File: config.mk
export PLATFORM = sky130hd
export DESIGN_NAME = mul8_pipeline
export DESIGN_NICKNAME = d
export VERILOG_FILES = /design/src/rtl/mul8_pipeline.sv
export SDC_FILE = /design/constraint.sdc
export NUM_CORES = 1
export LEC_CHECK = 0
export ABC_CLOCK_PERIOD_IN_PS = 2200
export CAP_MARGIN = 10
export CELL_PAD_IN_SITES_DETAIL_PLACEMENT = 1
export CELL_PAD_IN_SITES_GLOBAL_PLACEMENT = 1
export CORE_MARGIN = 2
export CORE_UTILIZATION = 44
export DETAILED_ROUTE_END_ITERATION = 8
export GPL_TIMING_DRIVEN = 0
export PLACE_DENSITY = 0.78
export SKIP_LAST_GASP = 1
export SLEW_MARGIN = 10
export SYNTH_ARGS = -nofsm -noshare
export SYNTH_HDL_FRONTEND = slang
export SYNTH_SLANG_ARGS = --single-unit
File: constraint.sdc
create_clock -name clk -period 2.2 [get_ports clk]
set_input_delay 0.33 -clock clk [delete_from_list [all_inputs] [get_ports clk]]
set_output_delay 0.33 -clock clk [all_outputs]
set_load 0.05 [all_outputs]
File: src/rtl/mul8_pipeline.sv
// mul8_pipeline: four-stage unsigned 8x8 multiplier returning the high byte
// of the 16-bit product. A valid bit travels alongside the data. Data
// registers load only when their incoming valid is set, so the output holds
// the last result while idle.
module mul8_pipeline (
    input  logic       clk,
    input  logic       rst_n,
    input  logic       valid_i,
    input  logic [7:0] a_i,
    input  logic [7:0] b_i,
    output logic [7:0] p_o,
    output logic       valid_o
);

    // Stage 1 operand registers and per-stage valid bits
    logic [7:0]  a_reg;
    logic [7:0]  b_reg;
    logic        v1_reg;
    logic        v2_reg;
    logic        v3_reg;

    // Shifted partial products formed from the stage-1 operands
    logic [15:0] pp [8];

    // Adder-tree registers
    logic [15:0] sum2_reg [4];
    logic [15:0] sum3_reg [2];

    // Partial product k is the multiplicand masked by bit k of the multiplier,
    // shifted into position k.
    generate
        for (genvar gi = 0; gi < 8; gi++) begin : g_pp
            assign pp[gi] = {8'd0, a_reg & {8{b_reg[gi]}}} << gi;
        end
    endgenerate

    // Valid shift chain: each stage copies the previous one every clock.
    always_ff @(posedge clk or negedge rst_n) begin
        if (!rst_n) begin
            v1_reg  <= 1'b0;
            v2_reg  <= 1'b0;
            v3_reg  <= 1'b0;
            valid_o <= 1'b0;
        end else begin
            v1_reg  <= valid_i;
            v2_reg  <= v1_reg;
            v3_reg  <= v2_reg;
            valid_o <= v3_reg;
        end
    end

    // Stage 1: capture the operand pair when it is marked valid.
    always_ff @(posedge clk or negedge rst_n) begin
        if (!rst_n) begin
            a_reg <= 8'd0;
            b_reg <= 8'd0;
        end else if (valid_i) begin
            a_reg <= a_i;
            b_reg <= b_i;
        end
    end

    // Stage 2: pairwise sums of the eight partial products.
    always_ff @(posedge clk or negedge rst_n) begin
        if (!rst_n) begin
            for (int i = 0; i < 4; i++) begin
                sum2_reg[i] <= 16'd0;
            end
        end else if (v1_reg) begin
            for (int i = 0; i < 4; i++) begin
                sum2_reg[i] <= pp[2*i] + pp[2*i+1];
            end
        end
    end

    // Stage 3: reduce four sums to two.
    always_ff @(posedge clk or negedge rst_n) begin
        if (!rst_n) begin
            sum3_reg[0] <= 16'd0;
            sum3_reg[1] <= 16'd0;
        end else if (v2_reg) begin
            sum3_reg[0] <= sum2_reg[0] + sum2_reg[1];
            sum3_reg[1] <= sum2_reg[2] + sum2_reg[3];
        end
    end

    // Stage 4: final add; only the high byte of the product is kept
    // (truncation, no rounding).
    always_ff @(posedge clk or negedge rst_n) begin
        if (!rst_n) begin
            p_o <= 8'd0;
        end else if (v3_reg) begin
            p_o <= 8'((sum3_reg[0] + sum3_reg[1]) >> 8);
        end
    end

endmodule

==> results of run 1 <==
[layer usage]
layer	vias to the layer above	GRT usage	part of all wire
met4	0	0.0990	0.025
met1	2432	0.282	0.42
met3	29	0.0352	0.028
li1	2267	-	-
met2	98	0.426	0.52
met5	-	0	0
[cell families (layout without fill, tap and decap cells)]
kind of cell | count (synthesis) | after routing | synth area share
AO/OA/AOI/OAI | 154 | 154 | 0.186
XOR/XNOR | 17 | 17 | 0.0257
adder cells (fa/ha/maj) | 55 | 55 | 0.125
buffers and inverters | 48 | 116 | 0.0314
flip-flops | 87 | 87 | 0.376
multiplexers | 40 | 40 | 0.0779
AND/OR/NAND/NOR | 178 | 178 | 0.177
[worst max-delay path: stages (launching register included)]
cell and delay (ns):
dfrtp_2 0.43, buf_4 0.17, and2_1 0.14, ha_1 0.32, a21o_1 0.23, a21oi_1 0.13, or4b_2 0.63, nand4_1 0.11
[final cells by class]
cell class,count,area [µm²],share of cell area
clock buffers,13,240,0.0345
repair buffers,52,474,0.0682
well taps,172,215,0.0309
multi-input cells,444,3610,0.519
flip-flops and latches,87,2190,0.315
inverters,30,113,0.0162
plain buffers,18,71.3,0.0102
clock inverters,3,43.8,0.00629
[power breakdown]
group          switching (µW)  leakage [µW]  internal (µW)
clock                     644      0.000138            883
sequential                348       0.00105           2020
combinational            1730       0.00190           1380
total                    2720       0.00310           4290
[cell usage in the layout, fill, tap and decap left out, types with 8 or more instances in the layout]
cell type / Yosys / final
dfrtp_1: 87 / 78
and2_1: 54 / 48
ha_1: 50 / 43
mux2_2: 40 / 40
inv_1: 30 / 30
o21ai_0: 29 / 26
clkdlybuf4s50_1: 0 / 26
a21o_1: 20 / 20
a21oi_1: 27 / 20
nand2_1: 20 / 20
nand3_1: 20 / 20
buf_4: 0 / 20
nor3_1: 19 / 19
clkbuf_1: 11 / 15
nor2_1: 15 / 15
xnor2_1: 13 / 13
o21a_1: 11 / 11
o2111ai_1: 9 / 9
dfrtp_2: 0 / 9
clkbuf_16: 0 / 9
a31oi_1: 8 / 8
o31ai_1: 8 / 8
[repair_timing]
item,CTS,global route
hold endpoints to repair,29,0
cloned,0,0
endpoints found under the setup margin,17,22
setup buffers,12,11
gates resized for setup,36,22
pin swaps,10,18
hold buffers,1,0
[worst paths after layout]
check,endpoint,from,cells past startpoint,slack [ns]
setup / recovery,sum2_reg[12],b_reg[7],7,-0.01
hold reg to reg,v2_reg,v1_reg,0,0.39
max in group asynchronous,b_reg[7],rst_n,3,1.04
hold / removal,v2_reg,v1_reg,0,0.39
min in group asynchronous,p_o[5],rst_n,2,0.52
setup reg to reg,sum2_reg[12],b_reg[7],7,-0.01
[through the flow]
step / worst slack [ns] / total power [µW] / util / hold WS [ns] / cells
CTS: 0.00786 / 6910 / 0.533 / 0.390 / 808
global route: -0.0678 / 7440 / 0.547 / 0.409 / 819
global placement: -2.32 / 5050 / 0.493 / 0.364 / 778
floorplan: 0.0693 / 4400 / - / 0.0344 / 579
detailed placement: -0.368 / 5250 / 0.495 / 0.361 / 779
finish: -0.0119 / 7010 / 0.547 / 0.390 / 819
==> impl_results.md, run 1 <==
- Status: finished, violations left
- Failing checks: setup timing
- Initial DRC Count: 189
- Ys flop type: dfrtp_1
- TritonCTS clock tree: done
- DIE AREA: approximately 0.014 mm²
- Drt first pass iters: 4
- Fillers: 1445
- Mapped Cells: 579
- Final Skew: 0.0134 ns
- Root Driver: clkbuf_16
- Detail Route Antenna Nets: 0
- Final period utilization: 1.01
- Synth unique cells: 58
- Ys async rst share: 1.00
- CP Launch Type: register
- DP Area: 0.00629 mm²
- Input/output buffers: 27
- N_diodes: 0
- Total Wirelength: 16.3 mm
- Synth-to-Final Area Change: 20.3%
- Worst endpoint required time: 2.49 ns
- Synth top cells by count: 87 x dfrtp_1, 54 x and2_1, 50 x ha_1, 40 x mux2_2, 30 x inv_1
- Hpwl dp: 11.6 mm
- Synthesized Nets: 653
- Final Hold Fails: 0
- Ys Warns: 0
- Routability Congestion: 0.810
- Worst slew margin: 0.586
- Netlist Area Pre-Place: 0.00578 mm²
- Reg clk slew, reported paths: approximately 0.07 ns
- Starting density of the core: 0.455
- Most frequent cell after synthesis: dfrtp_1
- Largest net degree at the start of global routing: 47
- GRT overflow: 0
- Count of final setup violators: 1
- Maximum vdd drop: 478 µV
- Number of max-cap violations: 0
- Crit-path max FO: 8
- Final setup TNS: -0.0119 ns
- Number of remaining DRC errors: 0
- Htree depth: 3
- Design area: 0.00696 mm²
- Final worst setup slack: -0.0119 ns
- Die span in x: 119 µm
- Crit path arrival time: roughly 2.5 ns
- Insertion delay to the later sink of the worst-skew pair: 0.35 ns
- Final slew viol count: 0
- Nets: 716
- Unrepaired setup endpoints after global routing: true
- Post-synth top area share: 0.376
- Setup CP Type: register to register
- Rows: 41
- Minimum clock period: ~2.2 ns
- First-pass GRT wire length: 26.4 mm
- Vias/cell: around 6
- Yosys reg bits: 87
- Ratio of cells with drive above 1 in the final layout: 0.209
- Wire per inst: 19.9 µm
- Area of the core: 0.0127 mm²
- Cell taking the most area after synthesis: dfrtp_1
- Total CTS buffers: 9
- Via count: 4826
- # clock sinks: 87
- Antenna violations before repair: 0
- LEAKAGE: 0.00310 µW
- CTS Buffer Depth: 2
- Die Ht: 119 µm
- Number of global-route vias before repair: 5144
- Max reg flops: 38
- # IOs: 28
- Top post-synthesis cells by area: dfrtp_1 38%, ha_1 11%, mux2_2 7.8%, and2_1 5.8%, a21o_1 2.6%
- Worst-margin pin slew: 0.621 ns
- Number of enable flip-flop cells after synthesis: 0
- Highest clock rate: approximately 450 MHz
- Mean area per synthesized cell: 9.99 µm²
- GR Util All Layers: 0.238
- Crit end category: register
- Pwr/cell area: roughly 1000 mW/mm²
- Share of the yosys chip area belonging to registers: 0.376
- Min-Delay Path Class: register to register
(Power assumes the default switching activity.)
==> inputs of run 2 (changes only) <==
- CORE_UTILIZATION: 44 -> 31
- PLACE_DENSITY: 0.78 -> default
- PLACE_DENSITY_LB_ADDON: default -> 0.2
==> impl_results.md, run 2 (synthesized netlist as in run 1, its figures left out) <==
- Worst slew margin: 0.588
- Vias/cell: 5.41
- Crit path launch: a_reg[0]
- Antenna violations before repair: 0
- NetSw: ~2600 µW
- Input/output buffers: 27
- Total CTS buffers: 9
- Total power: 6980 µW
- Wire per inst: 18.7 µm
- Commonest non-fill, non-tap cell in the layout: dfrtp_1
- Crit path arrival time: 2.43 ns
- Synth-to-Final Area Change: 21.2%
- Status: completed
- Final slew viol count: 0
- Routability Congestion: about 0.83
- DR WL met2: 8.03 mm
- Setup CP Type: register to register
- Largest net degree at the start of global routing: 47
- Crit-path leading delay family: adder cells
- WL met1: 7.55 mm
- Final worst setup slack: 0.00577 ns
- Critical Path Slowest Stage Cell: dfrtp_2
- Number of max-cap violations: 0
- Crit end category: register
- Area of the core: about 0.018 mm²
- P_int: 4350 µW
- CP Launch Type: register
- Hold_ws: 0.378 ns
- Minimum clock period: 2.19 ns
- Initial DRC Count: 174
- Slowest stage delay, CP: 0.47 ns
- GR Util All Layers: 0.171
- Max reg flops: 38
- Number of remaining DRC errors: 0
- First-pass GRT wire length: approximately 27 mm
- CTS Buffer Depth: 2
- Detail Route Antenna Nets: 0
- Unrepaired setup endpoints after global routing: true
- LEAKAGE: 0.00309 µW
- Via count: 4695
- Final Hold Fails: 0
- Insertion delay to the later sink of the worst-skew pair: 0.35 ns
- Met3 Wirelength: between 400 and 500 µm
- Combinational share of power: 0.433
- Maximum vdd drop: 453 µV
- Starting density of the core: 0.319
- Worst-margin pin slew: 0.619 ns
- Top sig layer: met4
- CP cell instances: and2_1 > ha_2 > fa_2 > a21o_1 > a21oi_2 > buf_4 > xnor2_1 > mux2_2
- # IOs: 28
- Final period utilization: 0.997
- Sequential share of power: 0.339
- Commonest cells after routing, fill and taps aside: 77 x dfrtp_1, 50 x and2_1, 43 x ha_1, 40 x mux2_2, 30 x inv_1
- Count of final setup violators: 0
- Highest clock rate: 456 MHz
- # clock sinks: just under 90
- GRT overflow: 0
- Die Ht: 141 µm
- Die span in x: 141 µm
- Min-Delay Path Class: register to register
- Reg clk slew, reported paths: 0.06 ns
- Number of buffers and inverters on the critical path: 1
- Ratio of cells with drive above 1 in the final layout: 0.211
- Htree depth: 3
- DIE AREA: 0.0198 mm²
- N_diodes: 0
- HP Start: v1_reg
- Post-Place Worst Slack: -0.357 ns
- Worst endpoint required time: 2.43 ns
- Final Skew: 0.00696 ns
- Root Driver: clkbuf_16
- TritonCTS clock tree: done
- Nets: roughly 710
- Pwr/cell area: 995 mW/mm²
- Drt first pass iters: 4
- Rows: slightly below 50
- Clock group share of total power: 0.228
- Final setup TNS: 0 ns
- Number of global-route vias before repair: 4909
- Hpwl dp: 11.9 mm
- Total Wirelength: approximately 16 mm
- Switching Fraction: 0.376
- Reg2reg start: a_reg[0]
- Crit-path max FO: 7
run 2: repair_timing:
item | 4_1_cts | 5_1_grt
buffers inserted | 9 | 10
pin swaps | 11 | 18
endpoints found under the setup margin | 23 | 20
hold buffers | 1 | 0
resized for setup | 35 | 25
endpoints found under the hold margin | 9 | 0
run 2: final cells by class:
cell class | instances | area (µm²)
fill | 2061 | 11100
clock buffer | 10 | 229
timing repair buffer | 48 | 449
sequential | 87 | 2190
tap | 229 | 287
inverter | 30 | 113
clock inverter | 2 | 60.1
buffer | 18 | 76.3
multi-input combinational | 444 | 3610
run 2: layer usage:
metal,global-route usage,up-vias
li1,-,2256
met5,0,-
met1,0.222,2365
met4,0.0479,0
met3,0.0319,16
met2,0.293,58
run 2: through the flow:
stage               utilization  instances  cell area, µm²
detailed placement        0.351        836            6360
CTS                       0.377        858            6850
global placement          0.349        835            6340
floorplan                     -        579            5780
finish                    0.386        868            7010
global route              0.386        868            7010
run 2: worst paths after layout:
check | endpoint | slack, ns | cells past startpoint
setup reg to reg | sum2_reg[11] | 0.006 | 8
hold / removal | v2_reg | 0.38 | 0
setup / recovery | sum2_reg[11] | 0.006 | 8
max in group asynchronous | b_reg[7] | 1.04 | 3
min in group asynchronous | p_o[4] | 0.52 | 2
hold reg to reg | v2_reg | 0.38 | 0
run 2: power groups by stage:
stage / registers [µW] / logic [µW] / clock network (µW)
after detailed placement: 2410 / 2830 / 0
after global placement: 2390 / 2730 / 0
after floorplan: 2500 / 1900 / 0
final: 2370 / 3020 / 1590
after global routing: 2440 / 3350 / 1690
after CTS: 2380 / 2950 / 1630
==> inputs of run 3 (changes only) <==
- DONT_BUFFER_PORTS: default -> 1
==> impl_results.md, run 3 (synthesized netlist as in run 1, its figures left out) <==
- Setup CP Type: register to register
- N_diodes: 0
- Final slew viol count: 0
- Wire per inst: 18.8 µm
- Failing checks: hold timing
- # hold bufs at CTS: 1
- Highest clock rate: 457 MHz
- Crit path arrival time: 2.42 ns
- Htree depth: 3
- Count of final setup violators: 0
- Fillers: 2038
- Final setup TNS: 0 ns
- First-pass GRT wire length: 26.0 mm
- Worst-margin pin slew: 0.684 ns
- Synth-to-Final Area Change: 18.0%
- Total CTS buffers: 9
- Design area: 0.00682 mm²
- Final Hold Fails: slightly below 90
- Ratio of cells with drive above 1 in the final layout: 0.223
- Max reg flops: 38
- Number of max-cap violations: 0
- Insertion delay to the later sink of the worst-skew pair: between 0.3 and 0.4 ns
- TritonCTS clock tree: done
- GRT overflow: 0
- Hpwl dp: 11.6 mm
- Final Skew: between 0.009 and 0.01 ns
- Detail Route Antenna Nets: 0
- Total Wirelength: 16.0 mm
- Commonest cells after routing, fill and taps aside: 77 x dfrtp_1, 46 x and2_1, 45 x ha_1, 40 x mux2_2, 30 x inv_1
- Status: finished, violations left
- Worst endpoint required time: 2.44 ns
- CP Launch Type: register
- Pwr/cell area: 1030 mW/mm²
- Drt first pass iters: 4
- Number of remaining DRC errors: 0
- Hold_ws: -0.339 ns
- Starting density of the core: 0.319
- Root Driver: clkbuf_16
- Rows: 49
- # IOs: 28
- DIE AREA: 0.0198 mm²
- Reg clk slew, reported paths: 0.07 ns
- Crit end category: register
- Area of the core: roughly 0.018 mm²
- Routability Congestion: 0.796
- Largest net degree at the start of global routing: 88
- DP Area: 0.00607 mm²
- Number of global-route vias before repair: 4797
- Via count: approximately 4500
- Antenna violations before repair: 0
- Total power: 7000 µW
- Maximum vdd drop: 509 µV
- Worst slew margin: 0.544
- Min-Delay Path Class: input port to asynchronous set/reset pin
- Initial DRC Count: 175
- CTS Buffer Depth: 2
- Unrepaired setup endpoints after global routing: true
- Input/output buffers: 0
- Nets: about 700
- Vias/cell: 5.34
- Minimum clock period: 2.19 ns
- Die span in x: between 100 and 150 µm
- # clock sinks: 87
- Die Ht: 141 µm
- LEAKAGE: between 0.003 and 0.004 µW
- Commonest non-fill, non-tap cell in the layout: dfrtp_1
- Crit-path max FO: 7
- GR Util All Layers: 0.168
- Final period utilization: 0.994
## run 3: cell count changes in the layout (fill, tap and decap cells not counted), moves of 4 or more
cell and delta:
buf_1 +4, buf_4 +4, clkdlybuf4s50_1 -26, and2_1 -4, and2_4 +4
## run 3: critical path, cell delays in order (launching register included)
cell	delay [ns]
dfrtp_2	0.48
buf_6	0.15
and4_4	0.17
fa_2	0.39
a21o_1	0.23
a21oi_4	0.18
o21a_1	0.16
o21bai_1	0.08
a41o_1	0.23
## run 3: power breakdown
part	leakage, µW	internal [µW]	switching [µW]
combinational	0.00181	1260	1360
clock	0.000167	1050	702
sequential	0.00105	2020	612
total	0.00303	4320	2680
## run 3: timing repair
action	4_1_cts	5_1_grt
buffers inserted	8	16
pin swaps	11	28
gates resized for setup	33	23
hold endpoints to repair	88	87
endpoints found under the setup margin	29	18
## run 3: metal layers
metal / up-vias / global-route usage / share of wire
met3: 21 / 0.0296 / 0.025
met2: 58 / 0.290 / 0.49
met1: 2249 / 0.219 / 0.47
met5: - / 0 / 0
li1: 2202 / - / -
met4: 0 / 0.0437 / 0.016
## run 3: final cells by class
cell class / count / area, µm² / area share
plain buffers: 18 / 71.3 / 0.0105
clock buffers: 10 / 239 / 0.0350
clock inverters: 6 / 100 / 0.0147
inverters: 30 / 113 / 0.0165
multi-input cells: 444 / 3620 / 0.530
flip-flops and latches: 87 / 2190 / 0.321
well taps: 229 / 287 / 0.0420
repair buffers: 25 / 206 / 0.0303
## run 3: path summary, 6_finish.rpt
| kind | from | end | slack (ns) | depth (start not counted) |
|---|---|---|---|---|
| setup / recovery | a_reg[0] | sum2_reg[57] | 0.01 | 8 |
| min in group clk | b_i[7] | b_reg[7] | 0.13 | 1 |
| hold reg to reg | v3_reg | valid_o | 0.40 | 0 |
| max in group asynchronous | rst_n | b_reg[3] | 2.38 | 0 |
| setup reg to reg | a_reg[0] | sum2_reg[57] | 0.01 | 8 |
| hold / removal | rst_n | p_o[7] | -0.34 | 0 |
## run 3: per-stage QoR
| stage | instances | setup WS, ns | utilization |
|---|---|---|---|
| 5_1_grt | 849 | -0.104 | 0.376 |
| 3_3_place_gp | 808 | -0.256 | 0.334 |
| 2_1_floorplan | 579 | 0.0693 | - |
| 6_report | 849 | 0.0124 | 0.376 |
| 3_5_place_dp | 808 | -0.308 | 0.334 |
| 4_1_cts | 833 | -0.0125 | 0.363 |
